<file path="src/rtl/mem_shadow_responder_pkg.sv">
// little_mem_pkg: shared state encoding and word/byte helpers for the shadow responder
package little_mem_pkg;
    typedef enum logic [1:0] {IDLE, WAIT, RESP} resp_state_t;

    function automatic logic [29:0] word_addr(input logic [31:0] a);
        return a[31:2];
    endfunction

    function automatic logic [31:0] byte_merge(input logic [3:0] wstrb, input logic [31:0] nw, input logic [31:0] old);
        logic [31:0] r;
        for (int b = 0; b < 4; b++) r[8*b+:8] = wstrb[b] ? nw[8*b+:8] : old[8*b+:8];
        return r;
    endfunction
endpackage

</file>
<file path="src/rtl/mem_shadow_responder_if.sv">
// mem_shadow_responder_if: core valid/ready memory port
interface mem_shadow_responder_if;
    logic        mem_valid;
    logic        mem_instr;
    logic [31:0] mem_addr;
    logic [31:0] mem_wdata;
    logic [3:0]  mem_wstrb;
    logic        mem_ready;
    logic [31:0] mem_rdata;
    modport master (output mem_valid, mem_instr, mem_addr, mem_wdata, mem_wstrb, input mem_ready, mem_rdata);
    modport slave (input mem_valid, mem_instr, mem_addr, mem_wdata, mem_wstrb, output mem_ready, mem_rdata);
endinterface

</file>
<file path="src/rtl/mem_shadow_responder_slot.sv">
// mem_shadow_slot: one tracked shadow word with first-touch capture of free data
import little_mem_pkg::*;

module mem_shadow_slot (
    input  logic        clk,
    input  logic        reset,
    input  logic        hit,
    input  logic        commit,
    input  logic        capture,
    input  logic [3:0]  wstrb,
    input  logic [31:0] wdata,
    input  logic [31:0] fill,
    output logic [31:0] word,
    output logic        touched
);
    always_ff @(posedge clk or negedge reset) begin
        if (!reset) begin
            word    <= '0;
            touched <= 1'b0;
        end else if (hit && commit) begin
            // untouched bytes not covered by the strobe are still unconstrained
            word    <= byte_merge(wstrb, wdata, touched ? word : fill);
            touched <= 1'b1;
        end else if (hit && capture && !touched) begin
            word    <= fill;
            touched <= 1'b1;
        end
    end
endmodule

</file>
<file path="src/rtl/mem_shadow_responder.sv">
// mem_shadow_responder: bus-side responder with bounded wait states, per-slot shadow words and protocol check
import little_mem_pkg::*;

module mem_shadow_responder #(
    parameter int NUM_SLOTS   = 2,
    parameter int MAX_WAIT    = 4,
    parameter int WAIT_W      = 4,
    parameter int TRACK_INSTR = 1
) (
    input  logic                    clk,
    input  logic                    reset,
    input  logic [NUM_SLOTS*32-1:0] slot_addr,
    input  logic [WAIT_W-1:0]       rand_wait,
    input  logic [31:0]             rand_rdata,
    mem_shadow_responder_if.slave   bus,
    output logic [NUM_SLOTS*32-1:0] slot_data,
    output logic [NUM_SLOTS-1:0]    slot_touched,
    output logic                    proto_err
);
    resp_state_t         state;
    logic [WAIT_W-1:0]   cnt, cnt_load;
    logic [31:0]         req_addr, req_wdata, rd;
    logic [3:0]          req_wstrb;
    logic                req_instr, changed, is_resp, is_write;
    logic [NUM_SLOTS-1:0] hit;

    assign cnt_load = rand_wait > WAIT_W'(MAX_WAIT) ? WAIT_W'(MAX_WAIT) : rand_wait;
    assign is_resp  = state == RESP;
    assign is_write = req_wstrb != 4'd0;
    assign changed  = !bus.mem_valid || bus.mem_addr != req_addr || bus.mem_wdata != req_wdata ||
                      bus.mem_wstrb != req_wstrb || bus.mem_instr != req_instr;

    genvar i;
    generate
        for (i = 0; i < NUM_SLOTS; i++) begin : g_slot
            assign hit[i] = word_addr(req_addr) == word_addr(slot_addr[32*i+:32]) && (TRACK_INSTR != 0 || !req_instr);
            mem_shadow_slot u_slot (
                .clk(clk), .reset(reset), .hit(hit[i]),
                .commit(is_resp && is_write), .capture(is_resp && !is_write),
                .wstrb(req_wstrb), .wdata(req_wdata), .fill(rand_rdata),
                .word(slot_data[32*i+:32]), .touched(slot_touched[i])
            );
        end
    endgenerate

    // lowest hitting index wins; scanning downward lets it overwrite higher hits
    always_comb begin
        rd = rand_rdata;
        for (int k = NUM_SLOTS - 1; k >= 0; k--)
            if (hit[k]) rd = slot_touched[k] ? slot_data[32*k+:32] : rand_rdata;
    end

    assign bus.mem_ready = is_resp;
    assign bus.mem_rdata = (is_resp && !is_write) ? rd : 32'd0;

    always_ff @(posedge clk or negedge reset) begin
        if (!reset) begin
            state     <= IDLE;
            cnt       <= '0;
            req_addr  <= '0;
            req_wdata <= '0;
            req_wstrb <= '0;
            req_instr <= 1'b0;
            proto_err <= 1'b0;
        end else begin
            if (state != IDLE && changed) proto_err <= 1'b1;
            case (state)
                IDLE: if (bus.mem_valid) begin
                    req_addr  <= bus.mem_addr;
                    req_wdata <= bus.mem_wdata;
                    req_wstrb <= bus.mem_wstrb;
                    req_instr <= bus.mem_instr;
                    cnt       <= cnt_load;
                    state     <= cnt_load == '0 ? RESP : WAIT;
                end
                WAIT: begin
                    cnt   <= cnt - 1'b1;
                    state <= cnt == WAIT_W'(1) ? RESP : WAIT;
                end
                default: state <= IDLE;
            endcase
        end
    end
endmodule

</file>
<file path="src/flat_wrapper.sv">
// flat-port wrapper written by rule: the top's interface ports become plain ports
module mem_shadow_responder_flat 
#(
    parameter int NUM_SLOTS   = 2,
    parameter int MAX_WAIT    = 4,
    parameter int WAIT_W      = 4,
    parameter int TRACK_INSTR = 1
)
  (clk, reset, slot_addr, rand_wait, rand_rdata, slot_data, slot_touched, proto_err, bus_mem_valid, bus_mem_instr, bus_mem_addr, bus_mem_wdata, bus_mem_wstrb, bus_mem_ready, bus_mem_rdata);
  mem_shadow_responder_if bus_i ();
  input  logic clk;
  input  logic reset;
  input  logic [NUM_SLOTS*32-1:0] slot_addr;
  input  logic [WAIT_W-1:0] rand_wait;
  input  logic [31:0] rand_rdata;
  output logic [NUM_SLOTS*32-1:0] slot_data;
  output logic [NUM_SLOTS-1:0] slot_touched;
  output logic proto_err;
  input wire logic [$bits(bus_i.mem_valid)-1:0] bus_mem_valid;
  input wire logic [$bits(bus_i.mem_instr)-1:0] bus_mem_instr;
  input wire logic [$bits(bus_i.mem_addr)-1:0] bus_mem_addr;
  input wire logic [$bits(bus_i.mem_wdata)-1:0] bus_mem_wdata;
  input wire logic [$bits(bus_i.mem_wstrb)-1:0] bus_mem_wstrb;
  output wire logic [$bits(bus_i.mem_ready)-1:0] bus_mem_ready;
  output wire logic [$bits(bus_i.mem_rdata)-1:0] bus_mem_rdata;
  assign bus_i.mem_valid = bus_mem_valid;
  assign bus_i.mem_instr = bus_mem_instr;
  assign bus_i.mem_addr = bus_mem_addr;
  assign bus_i.mem_wdata = bus_mem_wdata;
  assign bus_i.mem_wstrb = bus_mem_wstrb;
  assign bus_mem_ready = bus_i.mem_ready;
  assign bus_mem_rdata = bus_i.mem_rdata;
  mem_shadow_responder #(.NUM_SLOTS(NUM_SLOTS), .MAX_WAIT(MAX_WAIT), .WAIT_W(WAIT_W), .TRACK_INSTR(TRACK_INSTR)) u_core (.clk(clk), .reset(reset), .slot_addr(slot_addr), .rand_wait(rand_wait), .rand_rdata(rand_rdata), .bus(bus_i), .slot_data(slot_data), .slot_touched(slot_touched), .proto_err(proto_err));
endmodule
</file>
<file path="config.mk">
export PLATFORM = sky130hd
export DESIGN_NAME = mem_shadow_responder_flat
export DESIGN_NICKNAME = d
export VERILOG_FILES = /design/src/rtl/mem_shadow_responder_pkg.sv /design/src/rtl/mem_shadow_responder_if.sv /design/src/rtl/mem_shadow_responder_slot.sv /design/src/rtl/mem_shadow_responder.sv /design/src/flat_wrapper.sv
export SDC_FILE = /design/constraint.sdc
export NUM_CORES = 1
export LEC_CHECK = 0
export ABC_AREA = 1
export ABC_CLOCK_PERIOD_IN_PS = 2800
export BUFFER_PORTS_ARGS = -buffer_cell sky130_fd_sc_hd__buf_2
export CORE_ASPECT_RATIO = 0.75
export CORE_MARGIN = 2
export CORE_UTILIZATION = 54
export DETAILED_ROUTE_END_ITERATION = 10
export GPL_ROUTABILITY_DRIVEN = 0
export PLACE_DENSITY = 0.84
export SLEW_MARGIN = 5
export SYNTH_ARGS = -nofsm -noshare
export SYNTH_HDL_FRONTEND = slang
export SYNTH_HIERARCHICAL = 1
export SYNTH_SLANG_ARGS = --single-unit
</file>
<file path="constraint.sdc">
create_clock -name clk -period 2.8 [get_ports clk]
set_input_delay 0.84 -clock clk [delete_from_list [all_inputs] [get_ports clk]]
set_output_delay 0.84 -clock clk [all_outputs]
set_load 0.05 [all_outputs]
</file>
* Yosys cells after proc, flatten, opt, wreduce, memory -nomap -nowiden
Index checks and enable logic that the tools add are counted.
W data, S select, Z words.
** Storage, ports and cells
- Logic and storage cells :: 77
- Flip-flop bits (word level) :: 142
- Output and inout bits :: 100
** Operators by class
- Muxes and demuxes :: 28
- Add/sub/neg operators :: 1
- Magnitude comparators :: 1
- Eq/ne operators :: 10
- Reduce and logical (&&, ||, !) cells :: 26
** Operators with widths (count)
- $mux W32 :: 9
- $mux W8 :: 8
- $ne A32 B32 Y1 :: 2
- $eq A30 B30 Y1 :: 2
- $logic_and A1 B1 Y1 :: 9
- $mux W4 :: 2
- $pmux W4 S2 :: 1
- $reduce_bool A2 Y1 :: 4
- $mux W2 :: 3
- $eq A4 B1 Y1 const B :: 1
- $gt A4 B3 Y1 const B :: 1
- $logic_not A1 Y1 :: 4
- $logic_not A4 Y1 :: 1
- $logic_or A1 B1 Y1 :: 4
- $mux W1 :: 4
- $ne A4 B4 Y1 :: 1
- $pmux W2 S2 :: 1
- $reduce_and A2 Y1 :: 2
- $reduce_bool A4 Y1 :: 1
- $sub A4 B1 Y4 const B :: 1
- $eq A2 B1 Y1 const B :: 1
- $eq A2 B2 Y1 const B :: 1
- $logic_not A2 Y1 :: 1
- $ne A2 B2 Y1 const B :: 1
- $ne A1 B1 Y1 :: 1

* Logic depth before layout (Yosys ltp)
- Depth after elaboration :: 7
- Mapped depth :: 17
- Depth with buffers taken out :: 15

* Cells and area by module
The synthesis kept the hierarchy.
** By module, submodules not included
- mem_shadow_responder :: cells each 1074, instances 1, sequential area each 1901.8 um^2, area an instance 6626.4 um^2
- mem_shadow_slot :: cells each 266, instances 2, sequential area each 825.8 um^2, area an instance 1868.0 um^2

* Worst setup path after synthesis
OpenSTA, ideal clock, no wires.
- Path kind :: input to output
- Start point :: in slot_addr[27]
- End point :: out bus_mem_rdata[10]
- Stages :: 7
- Path slack :: -491 ps
- Arrival :: 2451 ps
- Path through :: xor2_1 nor2_1 nand3_1 nor2_2 nand2_1 buf_2 a21oi_1
** Between the ends
- Longest elaborated chain between the ends :: 3
** RTL lines
- from (decl) :: RTL line flat_wrapper.sv:13 : input logic [NUM_SLOTS*32-1:0] slot_addr;
- $eq A30 B30 Y1 :: RTL line mem_shadow_responder.sv:36 : assign hit[i] = word_addr(req_addr) == word_addr(slot_addr[32*i+:32]) && (TRACK_INSTR != 0 || !req_instr);
- $mux W32 :: RTL line mem_shadow_responder.sv:50 : if (hit[k]) rd = slot_touched[k] ? slot_data[32*k+:32] : rand_rdata;
- $mux W32 :: RTL line mem_shadow_responder.sv:54 : assign bus.mem_rdata = (is_resp && !is_write) ? rd : 32'd0;
- to (decl) :: RTL line flat_wrapper.sv:25 : output wire logic [$bits(bus_i.mem_rdata)-1:0] bus_mem_rdata;
Every way passes these cells.

* Worst setup path after layout
- Start point :: in slot_addr[38]
- End point :: out bus_mem_rdata[15]
** Between the ends
- Longest elaborated chain between the ends :: 4
** RTL lines (RTL line)
- $eq A30 B30 Y1 :: mem_shadow_responder.sv:36
- $mux W32 (2 in a row) :: mem_shadow_responder.sv:50
- $mux W32 :: mem_shadow_responder.sv:54
Every way passes these cells.

==> impl_metrics.ini <==
[status]
outcome = complete, but fails checks
failed_checks = negative setup slack

[critical_path]
r2r-start = u_core/req_addr[6]
crit_path_start_kind = input port
reg2reg_depth = 16
cp.required_ns = 1.96
r2r_end = u_core/g_slot[1].u_slot/word[7]
worst_setup_path_end_kind = output pin
r2r_setup_slack_ns = 0.06
criticalPathCategory = in -> out
crit_arrival_ns = 2.48
cp_max_fo = 16

[synthesis]
synth_area_um2 = 10360
seq_area_frac_synth_pct = 34.29
synth-edff-count = 0
ys.warnings.count = 6
ys_ff_latch = 142
avgSynthCellArea_um2 = 6.452
syn_inst = 1606
async_reset_ff_share_pct = 100.0
synth_flop_cell = dfrtp_1
ys_types = 35
syn_nets = 1780

[clock_tree]
clk_path_buf_depth = 2
cts_hold_buf = 0
cts_tree = built
cts.sinks = 142
clk_pin_slew_ns = 0.06
cts_made_buffers = 17
root_buffer = clkbuf_16
clock_latency_ns = 0.43
h-tree-depth = 4

[global_route]
grt_use_met1_pct = 46.49
grt_pass1_vias = 11580
grt_pass1_wl_um = 56770
met3_usage_pct = 9.790
grt_usage_pct = 35.73
grt_max_degree = 113
overflow = 0
antenna_found_initial = 13
grt_use_met2_pct = 55.59
top_usage_layer = met2

[final_layout]
areaGrowthSynthToFinish_pct = 36.81
fin_area_um2 = 14180
nFillCells = 1366
seqCellArea_um2 = 3558
drive_above_1_share_pct = 27.49
nets = 2056
multiInputGateArea_um2 = 6556
final_common_cell = nand2_1
mostFrequentLayoutCells = 572 x nand2_1, 231 x buf_2, 141 x inv_1, 141 x nand3_1, 138 x dfrtp_1
finalNonFillerCells = 2155

[detailed_routing]
ant_nets = 0
drtIter0Drc = 1738
via_per_inst = 5.838
routed_wl_um = 39380
vias = 12580
drcViolationCount = 0
wl_per_cell_um = 18.27
dr.pass1.iters = 7

[min_path]
worstHoldPathType = in -> async

[floorplan]
die_h_um = 124.0
initial_core_util_pct = 55.51
die_area_um2 = 20330
die_width_um = 164.0
core_area_um2 = 18670
io_pins = 272
num_rows = 43

[placement]
dpl.hpwl_um = 24680
dp.cells = 2093
postPlaceCellArea_um2 = 12650
post-place-ws_ns = -0.5241
port_buffers = 267

[power_and_ir_drop]
finalPower_mw = 8.624
leakagePower_nw = 7.419
p_per_area_nw_per_um2 = 608.3
ir_drop_mv = 0.5707

[timing]
maxSlewHeadroom_pct = 61.87
max_slew.worst_pin.slew_ns = 0.5719
finalHoldViolCount = 0
finalWorstSetupSlack_ns = -0.5242
period_needed_ns = 3.324
rsz0062_at_grt = true
finalMaxSlewViolations = 0
setup_viol = 32
timing.final.crit_share_pct = 118.7
fin_skew_ns = 0.01269
max_freq_mhz = 300.8

[run]
drv_cap = 0
## Yosys cell counts (2+ instances only)
cell | instances | area, um^2
nand2_1 | 636 | 2387
nand3_1 | 148 | 740.7
inv_1 | 144 | 540.5
dfrtp_1 | 142 | 3553
nor2_1 | 94 | 352.8
nand4_1 | 78 | 488.0
o21ai_0 | 75 | 375.4
a21oi_1 | 66 | 330.3
buf_2 | 43 | 215.2
xnor2_1 | 41 | 359.1
mux2i_1 | 32 | 320.3
clkbuf_1 | 25 | 93.84
xor2_1 | 22 | 192.7
nand2_2 | 18 | 112.6
inv_2 | 9 | 33.78
buf_4 | 4 | 30.03
buf_6 | 3 | 33.78
nor2_4 | 3 | 33.78
buf_1 | 2 | 7.510
ha_1 | 2 | 25.02
nand3b_1 | 2 | 15.01
nor2_2 | 2 | 12.51
nor3_1 | 2 | 10.01
or2_2 | 2 | 12.51
## how the worst max path moves through the flow
stage	from	endpoint	slack (ns)	depth (start not counted)
2_1_floorplan	slot_addr[60]	bus_mem_rdata[10]	-0.08	9
3_3_place_gp	slot_addr[41]	bus_mem_rdata[31]	-0.49	14
3_5_place_dp	slot_addr[38]	bus_mem_rdata[15]	-0.52	14
4_1_cts	slot_addr[44]	bus_mem_rdata[29]	-0.38	12
5_1_grt	slot_addr[38]	bus_mem_rdata[0]	-0.51	14
6_report	slot_addr[38]	bus_mem_rdata[15]	-0.52	14
## routing by layer
metal | wire length [um] | share of wire, %
met2 | 17380 | 44
met3 | 4934 | 13
met1 | 15150 | 38
met5 | 13 | 0.033
met4 | 1900 | 4.8
## report_power, final
group	total, mW	switching (mW)	internal, mW
Combinational	3.03	1.85	1.18
Sequential	3.22	0.642	2.58
Clock	2.37	0.902	1.47
Total	8.62	3.39	5.23
## registers in the layout, indices dropped and copies added, names as in the netlist
register / cells
u_core/g_slot.u_slot/word: 64
u_core/req_addr: 32
u_core/req_wdata: 32
u_core/cnt: 4
u_core/req_wstrb: 4
u_core/g_slot.u_slot/touched: 2
u_core/state: 2
u_core/proto_err: 1
u_core/req_instr: 1
## worst max-delay path: stages
cell	delay [ns]
buf_6	0.10
inv_2	0.05
nand2_2	0.05
nand2_2	0.08
nand3_2	0.09
nor2_4	0.15
nand2_2	0.09
nor2_4	0.16
buf_4	0.19
buf_12	0.18
nand3_1	0.14
nand2_2	0.15
a21oi_4	0.07
buf_8	0.15
## cell families after synthesis
kind of cell | count (synthesis) | synth area share (%)
AO/OA/AOI/OAI | 147 | 7.257
XOR/XNOR | 63 | 5.325
adder cells (fa/ha/maj) | 2 | 0.2414
buffers and inverters | 230 | 9.213
flip-flops | 142 | 34.29
multiplexers | 32 | 3.091
AND/OR/NAND/NOR | 990 | 40.58
## timing repair
| item | in CTS | in global routing |
|---|---|---|
| endpoints found under the setup margin | 32 | 66 |
| buffers inserted | 3 | 2 |
| pin swaps | 10 | 35 |
| gates resized for setup | 85 | 72 |
| gates cloned | 4 | 8 |
## cell type report
cell class	instances	share of cell area (%)
inverter	153	4.077
clock buffer	22	3.345
sequential	142	25.10
antenna	13	0.2295
clock inverter	10	0.9531
timing repair buffer	334	17.87
multi-input combinational	1234	46.24
tap	247	2.180
## stage by stage
step / hold WS (ns) / TNS [ns] / util, %
after global routing: 0.3889 / -15.08 / 75.89
after detailed placement: 0.4538 / -30.95 / 67.74
after CTS: 0.3817 / -11.40 / 73.35
after floorplan: 0.4944 / -2.433 / -
after global placement: 0.4466 / -25.71 / 67.74
final: 0.3617 / -14.42 / 75.94
No activity file was read; power rests on OpenSTA's default activity.
